$ cat config.mk
export PLATFORM = sky130hd
export DESIGN_NAME = ccc_apb_reconfig_master
export DESIGN_NICKNAME = d
export VERILOG_FILES = /design/src/rtl/ccc_apb_reconfig_master.sv
export SDC_FILE = /design/constraint.sdc
export NUM_CORES = 1
export LEC_CHECK = 0
export BUFFER_PORTS_ARGS = -buffer_cell sky130_fd_sc_hd__buf_2
export CAP_MARGIN = 10
export CORE_ASPECT_RATIO = 1.1
export CORE_MARGIN = 2
export CORE_UTILIZATION = 40
export CTS_BUF_LIST = sky130_fd_sc_hd__clkbuf_2
export CTS_CLUSTER_DIAMETER = 80
export DETAILED_ROUTE_END_ITERATION = 8
export PLACE_DENSITY = 0.76
export SLEW_MARGIN = 30
export SYNTH_ARGS = -nofsm -noshare
export SYNTH_HDL_FRONTEND = slang
export SYNTH_SLANG_ARGS = --single-unit
export TNS_END_PERCENT = 10
$ cat constraint.sdc
create_clock -name PCLK -period 2.2 [get_ports PCLK]
set_input_delay 0.22 -clock PCLK [delete_from_list [all_inputs] [get_ports PCLK]]
set_output_delay 0.22 -clock PCLK [all_outputs]
set_load 0.01 [all_outputs]
$ cat src/rtl/ccc_apb_reconfig_master.sv
`default_nettype none
// ============================================================================
// Module      : ccc_apb_reconfig_master
// Description : APB initiator for the CCC dynamic-reconfiguration port, with
//               optional PLL reset pulse and LOCK re-acquisition per write.
// Revision    : 1.0 - initial release
// ============================================================================
module ccc_apb_reconfig_master #(
  parameter int unsigned ARST_CYCLES  = 16,
  parameter int unsigned LOCK_TIMEOUT = 65535,
  parameter int unsigned BUSY_TIMEOUT = 1023
) (
  input  logic       PCLK,
  input  logic       PRESET,
  input  logic       CMD_VALID,
  output logic       CMD_READY,
  input  logic       CMD_WRITE,
  input  logic       CMD_RELOCK,
  input  logic [5:0] CMD_ADDR,
  input  logic [7:0] CMD_WDATA,
  output logic       RSP_VALID,
  output logic [7:0] RSP_RDATA,
  output logic       RSP_ERR,
  output logic       PSEL,
  output logic       PENABLE,
  output logic       PWRITE,
  output logic [5:0] PADDR,
  output logic [7:0] PWDATA,
  input  logic [7:0] PRDATA,
  input  logic       BUSY,
  input  logic       LOCK,
  output logic       PLL_ARST_N,
  output logic       LOCK_OK
);

  localparam int unsigned c_CNT_MAX_A = (LOCK_TIMEOUT > BUSY_TIMEOUT) ? LOCK_TIMEOUT : BUSY_TIMEOUT;
  localparam int unsigned c_CNT_MAX   = (c_CNT_MAX_A > ARST_CYCLES) ? c_CNT_MAX_A : ARST_CYCLES;
  localparam int unsigned c_CNT_W     = $clog2(c_CNT_MAX + 1);

  localparam logic [c_CNT_W-1:0] c_BUSY_TO   = c_CNT_W'(BUSY_TIMEOUT);
  localparam logic [c_CNT_W-1:0] c_LOCK_TO   = c_CNT_W'(LOCK_TIMEOUT);
  localparam logic [c_CNT_W-1:0] c_ARST_LAST = c_CNT_W'(ARST_CYCLES - 1);
  localparam logic [c_CNT_W-1:0] c_CNT_ONE   = c_CNT_W'(1);

  localparam logic [2:0] c_IDLE      = 3'd0;
  localparam logic [2:0] c_WAIT_BUSY = 3'd1;
  localparam logic [2:0] c_SETUP     = 3'd2;
  localparam logic [2:0] c_ACCESS    = 3'd3;
  localparam logic [2:0] c_PLL_RST   = 3'd4;
  localparam logic [2:0] c_WAIT_LOCK = 3'd5;
  localparam logic [2:0] c_RSP       = 3'd6;

  logic [2:0]         state_q, state_d;
  logic [c_CNT_W-1:0] cnt_q;
  logic               write_q, relock_q, err_q;
  logic [5:0]         addr_q, paddr_q;
  logic [7:0]         wdata_q, pwdata_q, rdata_q;
  logic               sync1_q, sync2_q, lock_seen_q;

  logic w_accept, w_busy_to, w_lock_to, w_arst_done, w_lock_ok2;

  assign w_accept    = CMD_VALID && CMD_READY;
  assign w_busy_to   = (cnt_q >= c_BUSY_TO);
  assign w_lock_to   = (cnt_q >= c_LOCK_TO);
  assign w_arst_done = (cnt_q >= c_ARST_LAST);
  // lock_seen_q remembers LOCK_OK from the previous WAIT_LOCK cycle
  assign w_lock_ok2  = sync2_q && lock_seen_q;

  always_ff @(posedge PCLK) begin
    if (PRESET) state_q <= c_IDLE;
    else        state_q <= state_d;
  end

  always_comb begin
    state_d = state_q;
    case (state_q)
      c_IDLE:      if (w_accept) state_d = BUSY ? c_WAIT_BUSY : c_SETUP;
      c_WAIT_BUSY: begin
        if (!BUSY)          state_d = c_SETUP;
        else if (w_busy_to) state_d = c_RSP;
      end
      c_SETUP:     state_d = c_ACCESS;
      c_ACCESS:    state_d = relock_q ? c_PLL_RST : c_RSP;
      c_PLL_RST:   if (w_arst_done) state_d = c_WAIT_LOCK;
      c_WAIT_LOCK: if (w_lock_ok2 || w_lock_to) state_d = c_RSP;
      c_RSP:       state_d = c_IDLE;
      default:     state_d = c_IDLE;
    endcase
  end

  always_comb begin
    CMD_READY  = (state_q == c_IDLE) && !PRESET;
    PSEL       = (state_q == c_SETUP) || (state_q == c_ACCESS);
    PENABLE    = (state_q == c_ACCESS);
    PWRITE     = PSEL && write_q;
    PADDR      = paddr_q;
    PWDATA     = pwdata_q;
    PLL_ARST_N = (state_q != c_PLL_RST);
    RSP_VALID  = (state_q == c_RSP);
    RSP_RDATA  = RSP_VALID ? rdata_q : 8'h00;
    RSP_ERR    = RSP_VALID && err_q;
    LOCK_OK    = sync2_q;
  end

  always_ff @(posedge PCLK) begin
    if (PRESET) begin
      cnt_q       <= '0;
      write_q     <= 1'b0;
      relock_q    <= 1'b0;
      err_q       <= 1'b0;
      addr_q      <= 6'h00;
      paddr_q     <= 6'h00;
      wdata_q     <= 8'h00;
      pwdata_q    <= 8'h00;
      rdata_q     <= 8'h00;
      sync1_q     <= 1'b0;
      sync2_q     <= 1'b0;
      lock_seen_q <= 1'b0;
    end else begin
      cnt_q       <= (state_d != state_q) ? '0 : cnt_q + c_CNT_ONE;
      sync1_q     <= LOCK;
      sync2_q     <= sync1_q;
      lock_seen_q <= (state_q == c_WAIT_LOCK) && sync2_q;
      if (w_accept) begin
        write_q  <= CMD_WRITE;
        relock_q <= CMD_RELOCK && CMD_WRITE;
        addr_q   <= CMD_ADDR;
        wdata_q  <= CMD_WDATA;
        rdata_q  <= 8'h00;
        err_q    <= 1'b0;
      end
      // Direct IDLE->SETUP entry bypasses the command latch, loaded on the same edge
      if (state_d == c_SETUP) begin
        paddr_q  <= (state_q == c_IDLE) ? CMD_ADDR  : addr_q;
        pwdata_q <= (state_q == c_IDLE) ? CMD_WDATA : wdata_q;
      end
      if ((state_q == c_ACCESS) && !write_q) rdata_q <= PRDATA;
      if ((state_q == c_WAIT_BUSY) && BUSY && w_busy_to) err_q <= 1'b1;
      if ((state_q == c_WAIT_LOCK) && !w_lock_ok2 && w_lock_to) err_q <= 1'b1;
    end
  end

endmodule
`default_nettype wire
==> results of run 1 <==
==> repair_timing <==
action,in CTS,in global routing
setup endpoints to repair,0,40
hold buffers,25,0
setup buffers,0,1
endpoints found under the hold margin,29,0
resized for setup,0,6
==> path summary, 6_finish.rpt <==
kind | startpoint | endpoint | slack [ns] | depth (start not counted)
worst max-delay path | cnt_q[1] | cnt_q[13] | 0.13 | 5
worst max register to register | cnt_q[1] | cnt_q[13] | 0.13 | 5
worst min-delay path | PRESET | relock_q | 0.16 | 3
worst min register to register | sync1_q | LOCK_OK | 0.46 | 1
==> per-stage QoR <==
step,utilization,area [um^2]
floorplan,-,2890
global placement,0.473,3310
detailed placement,0.473,3310
CTS,0.520,3640
global route,0.526,3690
finish,0.526,3690
==> sequential cells by signal, indices dropped and copies added (netlist names), 3 cells and up <==
register and count:
wdata_q 8, state_q 3, rdata_q 8, addr_q 6
PWDATA 8, PADDR 6, cnt_q 16
==> critical path, stage by stage, from the launching register on <==
cell and delay (ns):
dfxtp_2 0.38, ha_1 0.21, nand4_2 0.13, or4_4 0.59
a211o_2 0.44, nor4b_2 0.20
==> report_power, final <==
part / leakage, nW / switching [W] / internal (W)
combinational: 1.05 / 0.000256 / 0.000223
clock: 0.0565 / 0.000401 / 0.000140
sequential: 0.497 / 0.0000559 / 0.00118
total: 1.60 / 0.000713 / 0.00154
==> cell usage after synthesis (3+ instances only) <==
cell type	instances	area share
and2_1	12	0.026
a21oi_1	7	0.012
xnor2_1	11	0.033
nand4_1	3	0.0065
clkbuf_1	5	0.0065
o2bb2ai_2	10	0.052
nand3_1	20	0.035
a22oi_1	9	0.023
nor4b_2	4	0.021
nand2_1	57	0.074
buf_6	4	0.016
xor2_1	3	0.0091
nor4_1	5	0.011
buf_2	4	0.0069
mux2i_1	14	0.048
nor2b_1	5	0.011
nand3b_1	3	0.0078
nor3_1	13	0.022
nor2_1	22	0.029
inv_1	8	0.010
dfxtp_1	61	0.42
o2bb2ai_1	4	0.012
==> layer usage <==
| layer | wire [um] | track usage | vias up | share of wire |
|---|---|---|---|---|
| met5 | 0 | 0 | - | 0 |
| met4 | 99 | 0.0688 | 0 | 0.015 |
| met3 | 368 | 0.0565 | 9 | 0.055 |
| met2 | 3270 | 0.287 | 62 | 0.49 |
| met1 | 2990 | 0.216 | 1199 | 0.44 |
| li1 | - | - | 1301 | - |
==> logic make-up after synthesis <==
| kind of cell | Yosys count | share of synthesized area |
|---|---|---|
| AOI/OAI and AO/OA | 45 | 0.158 |
| xor gates and xnor gates | 14 | 0.0424 |
| adders and majority gates | 1 | 0.00432 |
| buffers and inverters | 25 | 0.0445 |
| DFF | 61 | 0.422 |
| muxes | 14 | 0.0484 |
| and+or+nand+nor | 156 | 0.281 |
==> layout make-up <==
cell class | count | share of cell area
multi-input cells | 230 | 0.425
flip-flops and latches | 61 | 0.332
repair buffers | 99 | 0.183
well taps | 85 | 0.0289
clock buffers | 10 | 0.0136
inverters | 10 | 0.0102
clock inverters | 6 | 0.00815
==> flow_summary.rst, run 1 <==
.. list-table::
   :header-rows: 1

   * - Metric
     - Value
   * - Critical path endpoint category
     - flip-flop
   * - Period utilisation layout
     - 0.940
   * - Port-buffer cells
     - 58
   * - Commonest non-fill, non-tap cells in the layout
     - dfxtp_1, buf_2, nand2_1
   * - Count of warnings emitted by yosys
     - 0
   * - Worst setup slack after placement
     - 0.0420 ns
   * - Die Span X
     - 85.1 um
   * - Total GRT Usage
     - 0.176
   * - Sum of internal, switching and leakage power
     - 0.00225 W
   * - Total gr overflow
     - 0
   * - Reported max-cap violation count
     - 0
   * - Clock skew
     - 0.0237 ns
   * - Number of standard cells after synthesis
     - 316
   * - Initial Utilization
     - 0.413
   * - Maximum ir drop on the vdd rail
     - 0.364 mV
   * - RePlAce Congestion
     - 0.812
   * - Number of standard cells in the final layout excluding fillers
     - 501
   * - Number of nets in the layout
     - 441
   * - Root buffer cell
     - clkbuf_2
   * - Average via count per standard cell
     - 5.13
   * - Pre-Repair DR Iteration Count
     - 4
   * - Setup violators final
     - 0
   * - Top-level port count
     - 59
   * - Layout cells sized above 1
     - 0.286
   * - Status
     - finished clean
   * - Clock latency on the worst-skew pair
     - 0.49 ns
   * - Area of the placeable core
     - 7010 um^2
   * - Clk sinks
     - 61
   * - HPWL after DPL
     - 4490 um
   * - Hold Vio Cnt, Final
     - 0
   * - Number of slew-limit violations in the final report
     - 0
   * - Wire length of the first global-routing pass
     - 11,200 um
   * - Total number of H-tree levels
     - 3
   * - Filler cells
     - 608
   * - Power per cell area
     - 611 nW/um^2
   * - Final critical path time including I/O delays and setup
     - 2.07 ns
   * - Floorplan die area
     - 7930 um^2
   * - Clock tree from TritonCTS
     - built
   * - Die Span Y
     - 93.2 um
   * - Number of buffers on the longest clock path
     - 2
   * - Max-Slew Margin vs Limit
     - 0.645
   * - Total leakage power
     - 1.60 nW
   * - Standard-cell rows
     - 32
   * - Wirelength, routed
     - 6730 um
   * - Worst EP arrival
     - 2.44 ns
   * - Fmax
     - 0.484 GHz
   * - Net count after synthesis
     - 346
   * - Maximum fanout encountered on the critical timing path
     - 16
   * - Worst hold margin
     - 0.164 ns
   * - Vias
     - 2,571
   * - Number of synthesized flops with an enable pin
     - 0
   * - Detailed-route DRC error count
     - 0
   * - N_diodes
     - 0
   * - Slew @ Worst Pin
     - 0.531 ns
   * - Portion of the post-synthesis area used by sequential elements
     - 0.422
   * - Kind of critical path
     - flip-flop to flip-flop
   * - Setup repair after global routing missed its margin
     - false
   * - FF+latch count, synth
     - 61
   * - Crit path required time
     - 2.57 ns
   * - Clock-pin slew on the worst setup and hold paths
     - 0.18 ns
   * - Worst hold-check path type
     - primary input to flip-flop
   * - Post-Synthesis Cell Area
     - 2890 um^2
   * - Violation count after the first detailed-routing iteration
     - 140
   * - Number of buffers created by CTS
     - 9
   * - Number of antenna violations at the first check in global routing
     - 0
   * - Maximum number of pins on one net before global-route repair
     - 22
   * - Sum of negative setup slack
     - 0 ns
   * - Number of routed nets with antenna violations
     - 0
   * - CP Launch Type
     - flip-flop
   * - Avg Synthesized Cell Area
     - 9.16 um^2
   * - Flip-flop and latch area
     - 1220 um^2
   * - Distinct cell type count after synthesis
     - 48
   * - Worst path setup slack after routing
     - 0.133 ns
   * - Multi-input gate area
     - 1570 um^2
   * - Share of synthesized registers carrying an async set or reset
     - 0
   * - Number of instances in the placed design
     - 459
   * - Commonest non-fill, non-tap cell in the layout
     - dfxtp_1
   * - Main synth FF type
     - dfxtp_1
   * - Final routed wire length divided by cell count
     - 13.4 um
   * - Vias in the first global route
     - 2,460
   * - Synth-to-Final Area Change
     - 27.4%
Note: power is estimated with default switching activity, not from simulation.
==> run 2: changes to the inputs <==
--- a/constraint.sdc
+++ b/constraint.sdc
@@ -3,2 +3,2 @@
 set_output_delay 0.22 -clock PCLK [all_outputs]
-set_load 0.01 [all_outputs]
+set_load 0.05 [all_outputs]
==> flow_summary.rst, run 2 (same netlist as run 1, synthesis figures left out) <==
.. list-table::
   :header-rows: 1

   * - Metric
     - Value
   * - Status
     - finished clean
   * - Violation count after the first detailed-routing iteration
     - 181
   * - Fmax
     - 0.479 GHz
   * - Worst hold margin
     - 0.180 ns
   * - Die Span X
     - 85.1 um
   * - Critical path endpoint category
     - flip-flop
   * - Setup repair after global routing missed its margin
     - false
   * - Clock skew
     - 0.0295 ns
   * - Final routed wire length divided by cell count
     - 13.9 um
   * - Register-to-register path setup slack
     - 0.11 ns
   * - Power per cell area
     - 688 nW/um^2
   * - Die Span Y
     - 93.2 um
   * - Clk sinks
     - 61
   * - Clock-pin slew on the worst setup and hold paths
     - 0.18 ns
   * - Detailed-route DRC error count
     - 0
   * - Top-level port count
     - 59
   * - N_diodes
     - 0
   * - Number of instances in the placed design
     - 462
   * - Wire length of the first global-routing pass
     - 11,800 um
   * - Clock tree from TritonCTS
     - built
   * - Pre-Repair DR Iteration Count
     - 5
   * - Worst hold-check path type
     - primary input to flip-flop
   * - Number of nets in the layout
     - 447
   * - Layout cells sized above 1
     - 0.295
   * - Multi-input gate area
     - 1560 um^2
   * - Commonest non-fill, non-tap cells in the layout
     - dfxtp_1, buf_2, nand2_1
   * - Maximum ir drop on the vdd rail
     - 0.404 mV
   * - Commonest non-fill, non-tap cell in the layout
     - dfxtp_1
   * - Hold Vio Cnt, Final
     - 0
   * - Wirelength, routed
     - 7030 um
   * - Clock latency on the worst-skew pair
     - 0.47 ns
   * - Max-Slew Margin vs Limit
     - 0.590
   * - Number of flip-flops under the largest register name
     - 16
   * - Total gr overflow
     - 0
   * - CP Launch Type
     - flip-flop
   * - Setup violators final
     - 0
   * - Sum of internal, switching and leakage power
     - 0.00260 W
   * - Final critical path time including I/O delays and setup
     - 2.09 ns
   * - Floorplan die area
     - 7930 um^2
   * - Number of buffers on the longest clock path
     - 2
   * - Slew @ Worst Pin
     - 0.613 ns
   * - Average via count per standard cell
     - 5.23
   * - Area of the placeable core
     - 7010 um^2
   * - Flip-flop and latch area
     - 1220 um^2
   * - Port-buffer cells
     - 58
   * - HPWL after DPL
     - 4670 um
   * - Crit path required time
     - 2.55 ns
   * - Period utilisation layout
     - 0.949
   * - Largest reg by FF count
     - cnt_q
   * - Total leakage power
     - 1.64 nW
   * - Layout Utilization
     - 0.539
   * - Number of antenna violations at the first check in global routing
     - 0
   * - Number of buffers created by CTS
     - 9
   * - Number of slew-limit violations in the final report
     - 0
   * - Total GRT Usage
     - 0.182
   * - Filler cells
     - 612
   * - Maximum fanout encountered on the critical timing path
     - 16
   * - RePlAce Congestion
     - 0.882
   * - Vias
     - 2,648
   * - Total number of H-tree levels
     - 3
   * - Root buffer cell
     - clkbuf_2
   * - Kind of critical path
     - flip-flop to flip-flop
   * - Number of routed nets with antenna violations
     - 0
   * - Sum of negative setup slack
     - 0 ns
   * - Maximum number of pins on one net before global-route repair
     - 22
   * - Standard-cell rows
     - 32
   * - Vias in the first global route
     - 2,641
   * - Worst EP arrival
     - 2.43 ns
   * - Reported max-cap violation count
     - 0
   * - Number of standard cells in the final layout excluding fillers
     - 506
   * - Synth-to-Final Area Change
     - 30.6%
   * - Initial Utilization
     - 0.413
-- run 2: worst max-delay path, stage by stage (launching register included) --
cell	delay (ns)
dfxtp_1	0.36
ha_1	0.21
nand4_2	0.16
or4_4	0.60
a211o_2	0.44
nor4b_2	0.20
-- run 2: final cells by class --
type	instances	share of cell area
Clock buffer	9	0.0119
Tap cell	85	0.0281
Sequential cell	61	0.323
Inverter	10	0.00993
Multi-Input combinational cell	230	0.413
Clock inverter	6	0.0209
Timing Repair Buffer	105	0.193
-- run 2: routing by layer --
layer | track usage | up-vias | routed length [um]
met5 | 0 | - | 0
met3 | 0.0459 | 8 | 365
met1 | 0.229 | 1237 | 3160
met2 | 0.302 | 88 | 3420
li1 | - | 1315 | -
met4 | 0.0661 | 0 | 82
-- run 2: repair_timing --
item                                    CTS  global route
endpoints found under the hold margin    25             0
pin swaps                                 1             1
endpoints found under the setup margin    4            30
hold buffers                             25             0
gates resized for setup                   0             2
setup buffers                             1             3
gates cloned                              0             0
-- run 2: per-stage QoR --
stage                     cell area (um^2)  setup WS [ns]
after floorplan                       2900        -0.0563
after global placement                3340         0.0683
after detailed placement              3340         0.0222
after CTS                             3730         0.0332
after global routing                  3780        0.00339
final                                 3780          0.112
-- run 2: final timing paths --
| path | start | endpoint | depth (start not counted) |
|---|---|---|---|
| max | cnt_q[1] | cnt_q[13] | 5 |
| min | PRESET | write_q | 3 |
| max reg2reg | cnt_q[1] | cnt_q[13] | 5 |
| min reg2reg | wdata_q[2] | wdata_q[2] | 2 |
-- run 2: power by group --
| group | internal [W] | total [W] | leakage (nW) | switching, W |
|---|---|---|---|---|
| clock network | 0.000362 | 0.000765 | 0.0789 | 0.000403 |
| logic | 0.000241 | 0.000618 | 1.07 | 0.000377 |
| registers | 0.00117 | 0.00122 | 0.497 | 0.0000438 |
| total | 0.00178 | 0.00260 | 1.64 | 0.000824 |
